### config.mk
export PLATFORM = sky130hd
export DESIGN_NAME = multicycle_control
export DESIGN_NICKNAME = d
export VERILOG_FILES = /design/src/rtl/multicycle_control.sv
export SDC_FILE = /design/constraint.sdc
export NUM_CORES = 1
export LEC_CHECK = 0
export CAP_MARGIN = 20
export CORE_MARGIN = 2
export CORE_UTILIZATION = 30
export CTS_CLUSTER_SIZE = 28
export DETAILED_ROUTE_END_ITERATION = 10
export GPL_ROUTABILITY_DRIVEN = 0
export PLACE_DENSITY_LB_ADDON = 0.15
export SLEW_MARGIN = 20
export SYNTH_ARGS = -nofsm -noshare
export SYNTH_HDL_FRONTEND = slang
export SYNTH_SLANG_ARGS = --single-unit
export TNS_END_PERCENT = 50
### constraint.sdc
create_clock -name clk -period 1.8 [get_ports clk]
set_input_delay 0.18 -clock clk [delete_from_list [all_inputs] [get_ports clk]]
set_output_delay 0.18 -clock clk [all_outputs]
set_load 0.01 [all_outputs]
### src/rtl/multicycle_control.sv
// ============================================================================
// Module   : multicycle_control
// Purpose  : Multicycle MIPS control FSM (fetch/decode/execute/memory/write-back)
//            with mem_ready handshake, ADDI, illegal-opcode flag and retire pulse.
//            Optional J instruction enabled by defining MC_JUMP_EN.
// Revision : 1.0  initial release
// ============================================================================
`default_nettype none

module multicycle_control #(
    parameter int ALUOP_W  = 2,
    parameter int OPCODE_W = 6
) (
    input  logic                clk,
    input  logic                reset,
    input  logic [OPCODE_W-1:0] Opcode,
    input  logic                mem_ready,
    output logic                PCWrite,
    output logic                PCWriteCond,
    output logic                IorD,
    output logic                MemRead,
    output logic                MemWrite,
    output logic                IRWrite,
    output logic                MemtoReg,
    output logic                RegDst,
    output logic                RegWrite,
    output logic                ALUSrcA,
    output logic [1:0]          ALUSrcB,
    output logic [ALUOP_W-1:0]  ALUOp,
    output logic [1:0]          PCSource,
    output logic                illegal,
    output logic                retire
);

    localparam logic [OPCODE_W-1:0] c_OP_RTYPE = OPCODE_W'(6'b000000);
    localparam logic [OPCODE_W-1:0] c_OP_LW    = OPCODE_W'(6'b100011);
    localparam logic [OPCODE_W-1:0] c_OP_SW    = OPCODE_W'(6'b101011);
    localparam logic [OPCODE_W-1:0] c_OP_BEQ   = OPCODE_W'(6'b000100);
    localparam logic [OPCODE_W-1:0] c_OP_ADDI  = OPCODE_W'(6'b001000);
`ifdef MC_JUMP_EN
    localparam logic [OPCODE_W-1:0] c_OP_J     = OPCODE_W'(6'b000010);
`endif

    localparam logic [ALUOP_W-1:0] c_ALUOP_ADD = ALUOP_W'(0);
    localparam logic [ALUOP_W-1:0] c_ALUOP_SUB = ALUOP_W'(1);
    localparam logic [ALUOP_W-1:0] c_ALUOP_R   = ALUOP_W'(2);

    typedef enum logic [3:0] {
        S_FETCH  = 4'd0,
        S_DECODE = 4'd1,
        S_MEMADR = 4'd2,
        S_MEMRD  = 4'd3,
        S_MEMWB  = 4'd4,
        S_MEMWR  = 4'd5,
        S_EXEC   = 4'd6,
        S_ALUWB  = 4'd7,
        S_BRANCH = 4'd8,
        S_ADDIEX = 4'd9,
`ifdef MC_JUMP_EN
        S_JUMP   = 4'd11,
`endif
        S_ADDIWB = 4'd10
    } state_t;

    state_t r_state;
    state_t w_next;
    logic   r_is_lw;

    // Opcode is only valid in DECODE, so the LW/SW choice is remembered here.
    always_ff @(posedge clk) begin
        if (reset) begin
            r_state <= S_FETCH;
            r_is_lw <= 1'b0;
        end else begin
            r_state <= w_next;
            if (r_state == S_DECODE) begin
                r_is_lw <= (Opcode == c_OP_LW);
            end
        end
    end

    always_comb begin
        w_next      = r_state;
        PCWrite     = 1'b0;
        PCWriteCond = 1'b0;
        IorD        = 1'b0;
        MemRead     = 1'b0;
        MemWrite    = 1'b0;
        IRWrite     = 1'b0;
        MemtoReg    = 1'b0;
        RegDst      = 1'b0;
        RegWrite    = 1'b0;
        ALUSrcA     = 1'b0;
        ALUSrcB     = 2'd0;
        ALUOp       = c_ALUOP_ADD;
        PCSource    = 2'd0;
        illegal     = 1'b0;
        retire      = 1'b0;

        case (r_state)
            S_FETCH: begin
                MemRead = 1'b1;
                ALUSrcB = 2'd1;
                IRWrite = mem_ready;
                PCWrite = mem_ready;
                if (mem_ready) w_next = S_DECODE;
            end
            S_DECODE: begin
                ALUSrcB = 2'd3;
                if (Opcode == c_OP_RTYPE)                        w_next = S_EXEC;
                else if (Opcode == c_OP_LW || Opcode == c_OP_SW) w_next = S_MEMADR;
                else if (Opcode == c_OP_BEQ)                     w_next = S_BRANCH;
                else if (Opcode == c_OP_ADDI)                    w_next = S_ADDIEX;
`ifdef MC_JUMP_EN
                else if (Opcode == c_OP_J)                       w_next = S_JUMP;
`endif
                else begin
                    illegal = 1'b1;
                    w_next  = S_FETCH;
                end
            end
            S_MEMADR: begin
                ALUSrcA = 1'b1;
                ALUSrcB = 2'd2;
                w_next  = r_is_lw ? S_MEMRD : S_MEMWR;
            end
            S_MEMRD: begin
                MemRead = 1'b1;
                IorD    = 1'b1;
                if (mem_ready) w_next = S_MEMWB;
            end
            S_MEMWB: begin
                RegWrite = 1'b1;
                MemtoReg = 1'b1;
                retire   = 1'b1;
                w_next   = S_FETCH;
            end
            S_MEMWR: begin
                MemWrite = 1'b1;
                IorD     = 1'b1;
                retire   = mem_ready;
                if (mem_ready) w_next = S_FETCH;
            end
            S_EXEC: begin
                ALUSrcA = 1'b1;
                ALUOp   = c_ALUOP_R;
                w_next  = S_ALUWB;
            end
            S_ALUWB: begin
                RegWrite = 1'b1;
                RegDst   = 1'b1;
                retire   = 1'b1;
                w_next   = S_FETCH;
            end
            S_BRANCH: begin
                ALUSrcA     = 1'b1;
                ALUOp       = c_ALUOP_SUB;
                PCWriteCond = 1'b1;
                PCSource    = 2'd1;
                retire      = 1'b1;
                w_next      = S_FETCH;
            end
            S_ADDIEX: begin
                ALUSrcA = 1'b1;
                ALUSrcB = 2'd2;
                w_next  = S_ADDIWB;
            end
            S_ADDIWB: begin
                RegWrite = 1'b1;
                retire   = 1'b1;
                w_next   = S_FETCH;
            end
`ifdef MC_JUMP_EN
            S_JUMP: begin
                PCWrite  = 1'b1;
                PCSource = 2'd2;
                retire   = 1'b1;
                w_next   = S_FETCH;
            end
`endif
            default: begin
                w_next = S_FETCH;
            end
        endcase

        // Reset blanks every output immediately, independent of the state register.
        if (reset) begin
            PCWrite     = 1'b0;
            PCWriteCond = 1'b0;
            IorD        = 1'b0;
            MemRead     = 1'b0;
            MemWrite    = 1'b0;
            IRWrite     = 1'b0;
            MemtoReg    = 1'b0;
            RegDst      = 1'b0;
            RegWrite    = 1'b0;
            ALUSrcA     = 1'b0;
            ALUSrcB     = 2'd0;
            ALUOp       = '0;
            PCSource    = 2'd0;
            illegal     = 1'b0;
            retire      = 1'b0;
        end
    end

endmodule

`default_nettype wire
; Word-level counts from Yosys, hierarchy flattened
; Index checks and enable logic that the tools add are counted.
[classes]
n_mux = 41
n_eq_ne = 17
n_reduce_logical = 10
[ops]
columns = cell, count
row1 = 2-to-1 mux 4 bit, 7
row2 = one-hot mux 4 bit (7 select lines), 1
row3 = 2-to-1 mux 1 bit, 26
row4 = equality test 4 x 3 -> 1 bit (second input constant), 4
row5 = equality test 4 bit (second input constant), 3
row6 = equality test 6 bit (second input constant), 2
row7 = equality test 4 x 2 -> 1 bit (second input constant), 2
row8 = OR reduction 4 bit, 2
row9 = equality test 6 x 3 -> 1 bit (second input constant), 1
row10 = equality test 6 x 4 -> 1 bit (second input constant), 1
row11 = logical NOT 6 bit, 1
row12 = 2-to-1 mux 2 bit, 3
row13 = inequality test 2 bit (second input constant), 3
row14 = one-hot mux 2 bit (3 select lines), 1
row15 = OR reduction 2 bit, 3
row16 = equality test 4 x 1 -> 1 bit (second input constant), 1
row17 = logical NOT 4 bit, 1
row18 = one-hot mux 2 bit (2 select lines), 1
row19 = 2-to-1 mux 3 bit, 1
row20 = AND reduction 3 bit, 1
row21 = OR reduction 3 bit, 1
row22 = one-hot mux 1 bit (2 select lines), 1
row23 = logical OR 1 bit, 1
[word_totals]
elab_cells = 70
output_inout_bits = 18
ff_bits = 5
input_bits = 9

; Logic depth before layout (Yosys ltp)
; Gate-level depths: netlist of the first run.
[logic_depth]
word_depth = 7
mapped_depth = 5
ltp_nobuf = 4

; Least setup slack after synthesis of the first run
; No wires, ideal clock.
[synth_path]
path_type = register to output
from = reg r_state[3]
to = out PCWrite
stages_incl_launch_ff = 5
required_time_ps = 1620
arrival_ps = 1483
setup_slack_ps = 137
path_buffers = 2
cell_sequence = dfxtp_1 buf_2 or3_1 nor4b_2 buf_4
[synth_via]
elab_chain_cells = 3
[synth_rtl]
columns = element, line_no
row1 = start: declaration, 65  ; state_t r_state;
row2 = start signal: assignment, 75  ; r_state <= w_next;
row3 = logical NOT 4 bit, --
row4 = 2-to-1 mux 1 bit (2 in a row), --
row5 = end: declaration, 18  ; output logic PCWrite,
; Every way passes these cells.

; Worst setup path after layout of the first run
[layout_path]
from = reg r_state[3]
to = out retire
[layout_via]
elab_chain_cells = 4
elab_cells_between_ends = 8
cone_classes = eq/ne (5) / mux (2) / reduce/logical (1)
[layout_rtl]
columns = element, line_no
row1 = equality test 4 bit / equality test 4 x 3 -> 1 bit (equally long branches), 100  ; case (r_state)
row2 = OR reduction 4 bit (no line), --
row3 = one-hot mux 1 bit (2 select lines) (*), 100
row4 = 2-to-1 mux 1 bit (*), 187  ; if (reset) begin
row5 = end: declaration, 32  ; output logic retire
; Every way passes the cells marked *; elsewhere a longest branch is shown, timed or not.

==> impl_metrics.py, run 1 <==
metrics = {
    "outcome": {
        "outcome": "finished clean",
    },
    "critical_path": {
        "worstPathRequired_ps": 1620,
        "critPathCaptureType": "output pin",
        "cpPeakStageDelay_ps": 410,
        "start_kind": "flop",
        "timing.rr.start": "r_state[3]",
        "arrival_ps": 1580,
        "slowest_stage": "dfxtp_1",
        "ff2ff_path_depth": 5,
        "crit_fanout": 10,
        "path_cells": "buf_4, nor2b_2, buf_4, a22oi_1, nor2_1, dlygate4sd2_1",
        "crit_type": "flop to output pin",
        "crit_path_start": "r_state[3]",
        "r2r_slack_ps": 250,
        "reg2reg_to": "r_state[0]",
        "cpMostUsedCell": "buf_4",
    },
    "layout": {
        "num-fill-cells": 219,
        "final_common_cell": "buf_4",
        "area_growth_pct": 68.3,
        "fin_nets": 147,
        "layout.cells.most_common_list": "buf_4 (22), dlygate4sd2_1 (15), nor2_1 (14)",
        "layout.cells.non_filler": 164,
        "design_area_sq_um": 1050,
        "diodes": 0,
        "final_util": 0.534,
        "layout-drive-gt1-share": 0.270,
    },
    "clock_tree": {
        "cts_buffer_depth": 2,
        "cts_root_buf": "clkbuf_4",
        "cts_made_buffers": 3,
        "htree_levels": 1,
        "post_cts_buffers": 0,
        "cts_tree": "yes",
        "path_clk_slew_ps": 50,
        "clkLatencyLatePin_ps": 260,
        "cts_hold_buf": 0,
        "numClockSinks": 5,
    },
    "global_routing": {
        "grt_first_pass_wirelength_microns": 3360,
        "grt_overflow": 0,
        "grt_pass1_vias": 802,
        "gr-usage-all-layers": 0.178,
        "antenna_found_initial": 0,
        "grt_max_degree": 12,
    },
    "min_path": {
        "holdPathStages": 2,
        "min_path_type": "flop to flop",
        "hold_path.startpoint": "r_is_lw",
        "min_to": "r_is_lw",
    },
    "drt": {
        "drt_first_pass_iters": 4,
        "num_vias": 835,
        "vias_per_cell": 5.09,
        "wl_per_cell_microns": 12.6,
        "first_iter_violations": 13,
        "final_antenna_net_count": 0,
        "drcViolationCount": 0,
        "drt-total-wl_microns": 2070,
    },
    "synthesis": {
        "synth_area_per_cell_sq_um": 6.63,
        "synth_cell_type_count": 39,
        "syn_area_sq_um": 623,
        "syn_inst": 94,
        "ys_ff_latch": 5,
        "ys_seq_area_frac": 0.161,
        "ys_warn_count": 0,
        "synth_nets": 103,
    },
    "sta": {
        "worst_hold_slack_ps": 510,
        "finalWorstPathRequiredPeriod_ps": 1760,
        "period_share": 0.977,
        "fin_ws_ps": 42.1,
        "slew_viol_final": 0,
        "finalHoldViolations": 0,
        "fmax_ghz": 0.569,
        "rsz0062_at_grt": "yes",
        "setup_viol": 0,
        "finClkSkew_ps": 6.84,
    },
    "placed_design": {
        "hpwl_microns": 1670,
        "placed_cell_area_sq_um": 1020,
        "portBuffers": 25,
        "dp_cells": 160,
        "post-place-ws_ps": -286,
    },
    "run": {
        "max_cap_viol_count": 0,
    },
    "power": {
        "cellPowerDensity_nw_per_um2": 371,
        "p_leak_uw": 0.000497,
        "vdd_drop_max_uv": 284,
    },
    "floorplan": {
        "start_util": 0.318,
        "dieArea_sq_um": 2460,
        "io_pins": 27,
        "num_rows": 16,
        "core_sq_um": 1960,
        "die_h_microns": 49.6,
        "dieWidth_microns": 49.6,
    },
}
## stage by stage
| stage | TNS, ps | total power (uW) |
|---|---|---|
| finish | 0 | 389 |
| global route | -37.8 | 405 |
| CTS | -2.54 | 383 |
| detailed placement | -1540 | 254 |
| global placement | -1370 | 252 |
| floorplan | 0 | 179 |
## worst max-delay path: cells and delay by family (launching register included)
kind	cells	cell delay [ps]
AOI/OAI and AO/OA	1	170
buffers and inverters	3	630
DFF	1	410
and+or+nand+nor	2	120
## per-layer routing
metal	GRT usage	share of wire	vias up
li1	-	-	421
met2	0.333	0.49	33
met3	0.0333	0.065	5
met1	0.189	0.42	376
met4	0.0833	0.019	0
met5	0	0	-
## cell type report
class,instances,area [sq um],share of cell area
flip-flops and latches,5,103,0.0979
clock buffers,4,26.3,0.0251
multi-input cells,77,477,0.455
inverters,3,11.3,0.0107
well taps,27,33.8,0.0322
repair buffers,48,398,0.379
## cells in the mapped netlist
cell | n | area share
nor2_1 | 14 | 0.084
nor3_1 | 7 | 0.056
nand2_1 | 6 | 0.036
a21oi_1 | 5 | 0.040
dfxtp_1 | 5 | 0.16
nand3_1 | 4 | 0.032
buf_2 | 3 | 0.024
buf_4 | 3 | 0.036
nand2b_1 | 3 | 0.030
nor2b_1 | 3 | 0.030
o211ai_1 | 3 | 0.036
o21ai_0 | 3 | 0.024
or3_1 | 3 | 0.030
and3_1 | 2 | 0.020
clkbuf_1 | 2 | 0.012
inv_1 | 2 | 0.012
nand4_1 | 2 | 0.020
or2_1 | 2 | 0.020
or3b_1 | 2 | 0.028
a21boi_0 | 1 | 0.012
a21boi_1 | 1 | 0.012
a21o_1 | 1 | 0.012
a221oi_2 | 1 | 0.024
a22oi_1 | 1 | 0.012
a2bb2oi_1 | 1 | 0.014
a311oi_1 | 1 | 0.014
a31oi_1 | 1 | 0.010
and2b_2 | 1 | 0.014
and3b_1 | 1 | 0.014
buf_6 | 1 | 0.018
conb_1 | 1 | 0.0060
inv_2 | 1 | 0.0060
nand4b_1 | 1 | 0.014
nor4b_2 | 1 | 0.024
o21ai_1 | 1 | 0.0080
o22ai_1 | 1 | 0.010
o311ai_1 | 1 | 0.014
xnor2_1 | 1 | 0.014
xor2_1 | 1 | 0.014
## worst max path at each step
| stage | to | slack, ps | cells after the start |
|---|---|---|---|
| 3_3_place_gp | IRWrite | -230 | 4 |
| 3_5_place_dp | IRWrite | -290 | 4 |
| 5_1_grt | RegWrite | -20 | 6 |
| 6_report | retire | 40 | 6 |
| 2_1_floorplan | PCWrite | 140 | 4 |
| 4_1_cts | IRWrite | -3 | 3 |
## state kept, by name (all words and copies together), names as in the netlist
register / count
r_is_lw: 1
r_state: 4
## repair_timing
| item | CTS | global route |
|---|---|---|
| gates cloned | 0 | 0 |
| gates resized for setup | 21 | 7 |
| endpoints found under the setup margin | 17 | 4 |
| pin swaps | 0 | 0 |
## where the power goes
part | switching [uW] | internal, uW | total [uW]
Sequential | 3.19 | 114 | 117
Combinational | 62.3 | 71.1 | 133
Clock | 53.6 | 84.3 | 138
## logic make-up (layout without fill, tap and decap cells)
group,count (synthesis),count (layout),share of synthesized area
other,1,1,0.00602
flip-flops,5,5,0.161
AND/OR/NAND/NOR,52,52,0.454
AO/OA/AOI/OAI,22,22,0.243
buffers and inverters,12,55,0.108
XOR/XNOR,2,2,0.0281
No activity file was read; power rests on OpenSTA's default activity.
==> inputs of run 2 (changes only) <==
--- a/config.mk
+++ b/config.mk
@@ -6,7 +6,7 @@
 export NUM_CORES = 1
 export LEC_CHECK = 0
 export CAP_MARGIN = 20
-export CORE_MARGIN = 2
+export CORE_MARGIN = 10
 export CORE_UTILIZATION = 30
 export CTS_CLUSTER_SIZE = 28
 export DETAILED_ROUTE_END_ITERATION = 10
==> run 2 against run 1 <==
Register-to-register slack gained 70 ps. Non-clock buffer count unchanged. Sequential power hardly changed. Worst setup slack improved by 45 ps. Routed wire length up 11%. Via count is 3.0% higher. Combinational power is essentially flat. Critical path type unchanged. Largest cell class unchanged.
==> impl_metrics.py, run 2 (synthesis results as in run 1) <==
metrics = {
    "global_routing": {
        "antenna_found_initial": 0,
        "grt_first_pass_wirelength_microns": 3640,
        "grt_max_degree": 17,
        "gr-usage-all-layers": 0.104,
        "grt_pass1_vias": 869,
        "grt_overflow": 0,
    },
    "layout": {
        "largest_reg_flops": 4,
        "fin_nets": 147,
        "layout-drive-gt1-share": 0.277,
        "top_register": "r_state",
        "final_common_cell": "buf_4",
        "area_growth_pct": 67.9,
        "layout.cells.most_common_list": "buf_4 (22), nor2_1 (14), dlygate4sd2_1 (14)",
        "diodes": 0,
        "reg_top3": "r_state x4, r_is_lw x1",
        "layout.cells.non_filler": 164,
        "num-fill-cells": 215,
    },
    "min_path": {
        "min_path_type": "flop to flop",
        "hold_path.startpoint": "r_is_lw",
        "min_to": "r_is_lw",
        "holdPathStages": 2,
    },
    "placed_design": {
        "dp_cells": 160,
        "portBuffers": 25,
        "hpwl_microns": 1820,
    },
    "power": {
        "switching_power_uw": 118,
        "pwr-share-seq": 0.298,
        "p_comb_frac": 0.349,
        "p_leak_uw": 0.000495,
        "p_int_uw": 268,
        "cellPowerDensity_nw_per_um2": 369,
        "clkPwrFrac": 0.354,
        "sw_frac_of_total": 0.306,
        "vdd_drop_max_uv": 243,
    },
    "clock_tree": {
        "cts_hold_buf": 0,
        "clkLatencyLatePin_ps": 250,
        "cts_made_buffers": 3,
        "cts_tree": "yes",
        "numClockSinks": 5,
        "cts_buffer_depth": 2,
        "path_clk_slew_ps": 50,
        "cts_root_buf": "clkbuf_4",
        "htree_levels": 1,
    },
    "drt": {
        "drt-total-wl_microns": 2300,
        "first_iter_violations": 13,
        "drt_first_pass_iters": 4,
        "vias_per_cell": 5.24,
        "drcViolationCount": 0,
        "num_vias": 860,
        "wl_per_cell_microns": 14.0,
        "final_antenna_net_count": 0,
    },
    "critical_path": {
        "ff2ff_path_depth": 6,
        "critPathCaptureType": "output pin",
        "timing.rr.start": "r_state[0]",
        "r2r_slack_ps": 320,
        "crit_type": "flop to output pin",
        "crit_fanout": 5,
        "arrival_ps": 1530,
        "start_kind": "flop",
        "worstPathRequired_ps": 1620,
        "reg2reg_to": "r_is_lw",
    },
    "floorplan": {
        "dieArea_sq_um": 4300,
        "core_sq_um": 1960,
        "start_util": 0.318,
        "dieWidth_microns": 65.6,
        "io_pins": 27,
        "die_h_microns": 65.6,
        "num_rows": 16,
    },
    "sta": {
        "worst_hold_slack_ps": 523,
        "slew_viol_final": 0,
        "fmax_ghz": 0.584,
        "rsz0062_at_grt": "no",
        "setup_viol": 0,
        "finClkSkew_ps": 3.00,
        "finalHoldViolations": 0,
        "period_share": 0.951,
        "finalWorstPathRequiredPeriod_ps": 1710,
    },
    "outcome": {
        "outcome": "finished clean",
    },
    "run": {
        "max_cap_viol_count": 0,
    },
}
-- run 2: cell types whose count changed in the layout (fill, tap and decap cells not counted), sizes merged --
cell         delta
dlygate4sd2     -1
buf             +2
clkbuf          -1
-- run 2: how the worst max path moves through the flow --
stage / startpoint / endpoint / slack (ps) / cells after the start
3_3_place_gp: reset / IRWrite / -240 / 4
3_5_place_dp: reset / PCWrite / -320 / 4
6_report: r_state[3] / MemRead / 90 / 3
5_1_grt: r_state[3] / PCWrite / 30 / 3
2_1_floorplan: r_state[3] / PCWrite / 140 / 4
4_1_cts: r_state[3] / ALUSrcA / 40 / 5
-- run 2: per-layer routing --
metal  global-route usage  share of wire  vias to the layer above
li1                     -              -                      418
met1                0.111           0.43                      388
met2                0.172           0.46                       48
met3               0.0254          0.089                        6
met4               0.0829          0.024                        0
met5                    0              0                        -
-- run 2: power groups by stage --
stage | Sequential [uW] | Combinational (uW) | Clock [uW]
4_1_cts | 115 | 133 | 142
5_1_grt | 115 | 145 | 148
3_3_place_gp | 118 | 138 | 0
3_5_place_dp | 118 | 140 | 0
6_report | 115 | 135 | 137
2_1_floorplan | 118 | 60.9 | 0
-- run 2: cell type report --
cell class	count	area, sq um	share of cell area
flip-flops and latches	5	105	0.100
repair buffers	48	403	0.385
inverters	3	11.3	0.0108
well taps	27	33.8	0.0323
multi-input cells	77	467	0.446
clock buffers	4	26.3	0.0251
-- run 2: worst max-delay path, stage by stage (launching register included) --
cell,delay (ps)
dfxtp_2,340
or3_1,440
nor3_1,210
dlygate4sd2_1,290
-- run 2: repair_timing --
item,CTS,global route
buffers inserted,0,0
resized for setup,27,4
endpoints found under the setup margin,17,4
-- run 2: per-stage QoR --
step                      power [uW]  utilization  instance area [sq um]  setup TNS [ps]  setup WS [ps]
after detailed placement         259        0.528                   1040           -1830           -321
after floorplan                  179            -                    623               0            137
final                            386        0.533                   1050               0           87.6
after global placement           256        0.528                   1040           -1340           -240
after global routing             409        0.533                   1050               0           27.2
after CTS                        390        0.531                   1040               0           40.8
==> inputs of run 3 (changes only) <==
--- a/config.mk
+++ b/config.mk
@@ -7,7 +7,7 @@
 export LEC_CHECK = 0
 export CAP_MARGIN = 20
 export CORE_MARGIN = 10
-export CORE_UTILIZATION = 30
+export CORE_UTILIZATION = 41
 export CTS_CLUSTER_SIZE = 28
 export DETAILED_ROUTE_END_ITERATION = 10
 export GPL_ROUTABILITY_DRIVEN = 0
==> run 3 against run 2 <==
Clock power decreased by 3%. Die area decreased by 19%. Worst setup slack got worse by 14 ps. Utilization increased by 18 points. Critical path depth increased by 2. Power decreased by 1.7%. Fmax decreased by 0.82%. Global-route usage increased by 3.7 points. Largest power group unchanged. Highest routed layer unchanged.
==> impl_metrics.py, run 3 (synthesis results as in run 1) <==
metrics = {
    "layout": {
        "reg_top3": "r_state x4, r_is_lw x1",
        "design_area_sq_um": 1050,
        "largest_reg_flops": 4,
        "num-fill-cells": 126,
        "final_common_cell": "buf_4",
        "top_register": "r_state",
        "diodes": 0,
        "layout.cells.most_common_list": "buf_4 (25), nor2_1 (14), dlygate4sd2_1 (12)",
        "layout-drive-gt1-share": 0.279,
        "area_growth_pct": 68.7,
        "fin_nets": 150,
    },
    "outcome": {
        "outcome": "finished clean",
    },
    "critical_path": {
        "arrival_ps": 1550,
        "critPathCaptureType": "output pin",
        "path_cells": "buf_4, inv_2, or3_1, a21oi_1, clkdlybuf4s15_1",
        "start_kind": "flop",
        "crit_type": "flop to output pin",
        "r2r_slack_ps": 200,
        "cpPeakStageDelay_ps": 350,
        "worstPathRequired_ps": 1620,
        "crit_fanout": 6,
        "cp_top_family": "buffers and inverters",
        "path_buf_inv": 3,
        "slowest_stage": "or3_1",
    },
    "sta": {
        "finalWorstPathRequiredPeriod_ps": 1730,
        "fmax_ghz": 0.579,
        "finClkSkew_ps": 0.713,
        "period_share": 0.959,
        "rsz0062_at_grt": "yes",
        "slew_viol_final": 0,
        "finalHoldViolations": 0,
        "setup_viol": 0,
        "fin_ws_ps": 73.4,
    },
    "clock_tree": {
        "cts_hold_buf": 0,
        "clkLatencyLatePin_ps": 240,
        "numClockSinks": 5,
        "htree_levels": 1,
        "path_clk_slew_ps": 50,
        "cts_made_buffers": 3,
        "cts_buffer_depth": 2,
        "cts_tree": "yes",
        "post_cts_buffers": 0,
        "cts_root_buf": "clkbuf_4",
    },
    "drt": {
        "first_iter_violations": 40,
        "drt-total-wl_microns": 2300,
        "final_antenna_net_count": 0,
        "wl_per_cell_microns": 14.7,
        "num_vias": 855,
        "drcViolationCount": 0,
        "drt_first_pass_iters": 4,
        "vias_per_cell": 5.48,
    },
    "floorplan": {
        "die_h_microns": 59.0,
        "dieWidth_microns": 59.0,
        "start_util": 0.423,
        "num_rows": 14,
        "core_sq_um": 1470,
        "dieArea_sq_um": 3480,
        "io_pins": 27,
    },
    "placed_design": {
        "hpwl_microns": 1890,
        "placed_cell_area_sq_um": 1030,
        "post-place-ws_ps": -264,
        "portBuffers": 25,
    },
    "power": {
        "vdd_drop_max_uv": 308,
        "sw_frac_of_total": 0.302,
        "clkPwrFrac": 0.351,
        "pwr-share-seq": 0.305,
        "p_comb_frac": 0.343,
        "p_int_uw": 265,
        "power_uw": 380,
        "switching_power_uw": 115,
        "p_leak_uw": 0.000495,
        "cellPowerDensity_nw_per_um2": 361,
    },
    "global_routing": {
        "gr-usage-all-layers": 0.141,
        "grt_max_degree": 13,
        "grt_overflow": 0,
        "grt_pass1_vias": 874,
        "antenna_found_initial": 0,
        "grt_first_pass_wirelength_microns": 3990,
    },
    "run": {
        "max_cap_viol_count": 0,
    },
    "min_path": {
        "min_path_type": "flop to flop",
    },
}
==> run 3: final timing paths <==
kind               from    endpoint  depth (start not counted)
max          r_state[3]     ALUSrcA                          5
max reg2reg  r_state[0]  r_state[0]                          6
min reg2reg     r_is_lw     r_is_lw                          2
min             r_is_lw     r_is_lw                          2
==> run 3: repair_timing <==
action / CTS / global route
endpoints found under the setup margin: 17 / 5
resized for setup: 22 / 8
pin swaps: 0 / 0
gates cloned: 0 / 0
==> run 3: worst reg2reg max path: cells and delay by family, from the launching register on <==
kind            cells  cell delay, ps
simple gates        3             530
buf+inv             2             350
flops               1             420
compound gates      1             220
==> run 3: final cells by class <==
cell class                 instances  area (sq um)  share of cell area
clock buffer                       4          26.3              0.0250
inverter                           3          11.3              0.0107
multi-input combinational         77           465               0.443
sequential                         5           104              0.0988
tap                               16          20.0              0.0190
timing repair buffer              51           424               0.404
==> run 3: through the flow <==
stage,TNS (ps),utilization,hold slack (ps),instances
after floorplan,0,-,363,94
after detailed placement,-1640,0.702,502,152
after global placement,-1370,0.702,494,152
after global routing,-1.62,0.714,601,156
after CTS,0,0.715,510,156
final,0,0.714,512,156
==> run 3: power by group through the flow <==
stage,clock [uW],combinational [uW],sequential (uW)
2_1_floorplan,0,60.9,118
3_3_place_gp,0,133,119
3_5_place_dp,0,135,119
4_1_cts,138,130,118
5_1_grt,147,143,116
6_report,133,130,116
==> run 3: per-layer routing <==
metal / GRT usage / up-vias / routed length [microns]
met5: 0 / - / 0
met2: 0.254 / 39 / 1160
met1: 0.151 / 390 / 928
li1: - / 424 / -
met4: 0.0230 / 0 / 10
met3: 0.0579 / 2 / 194
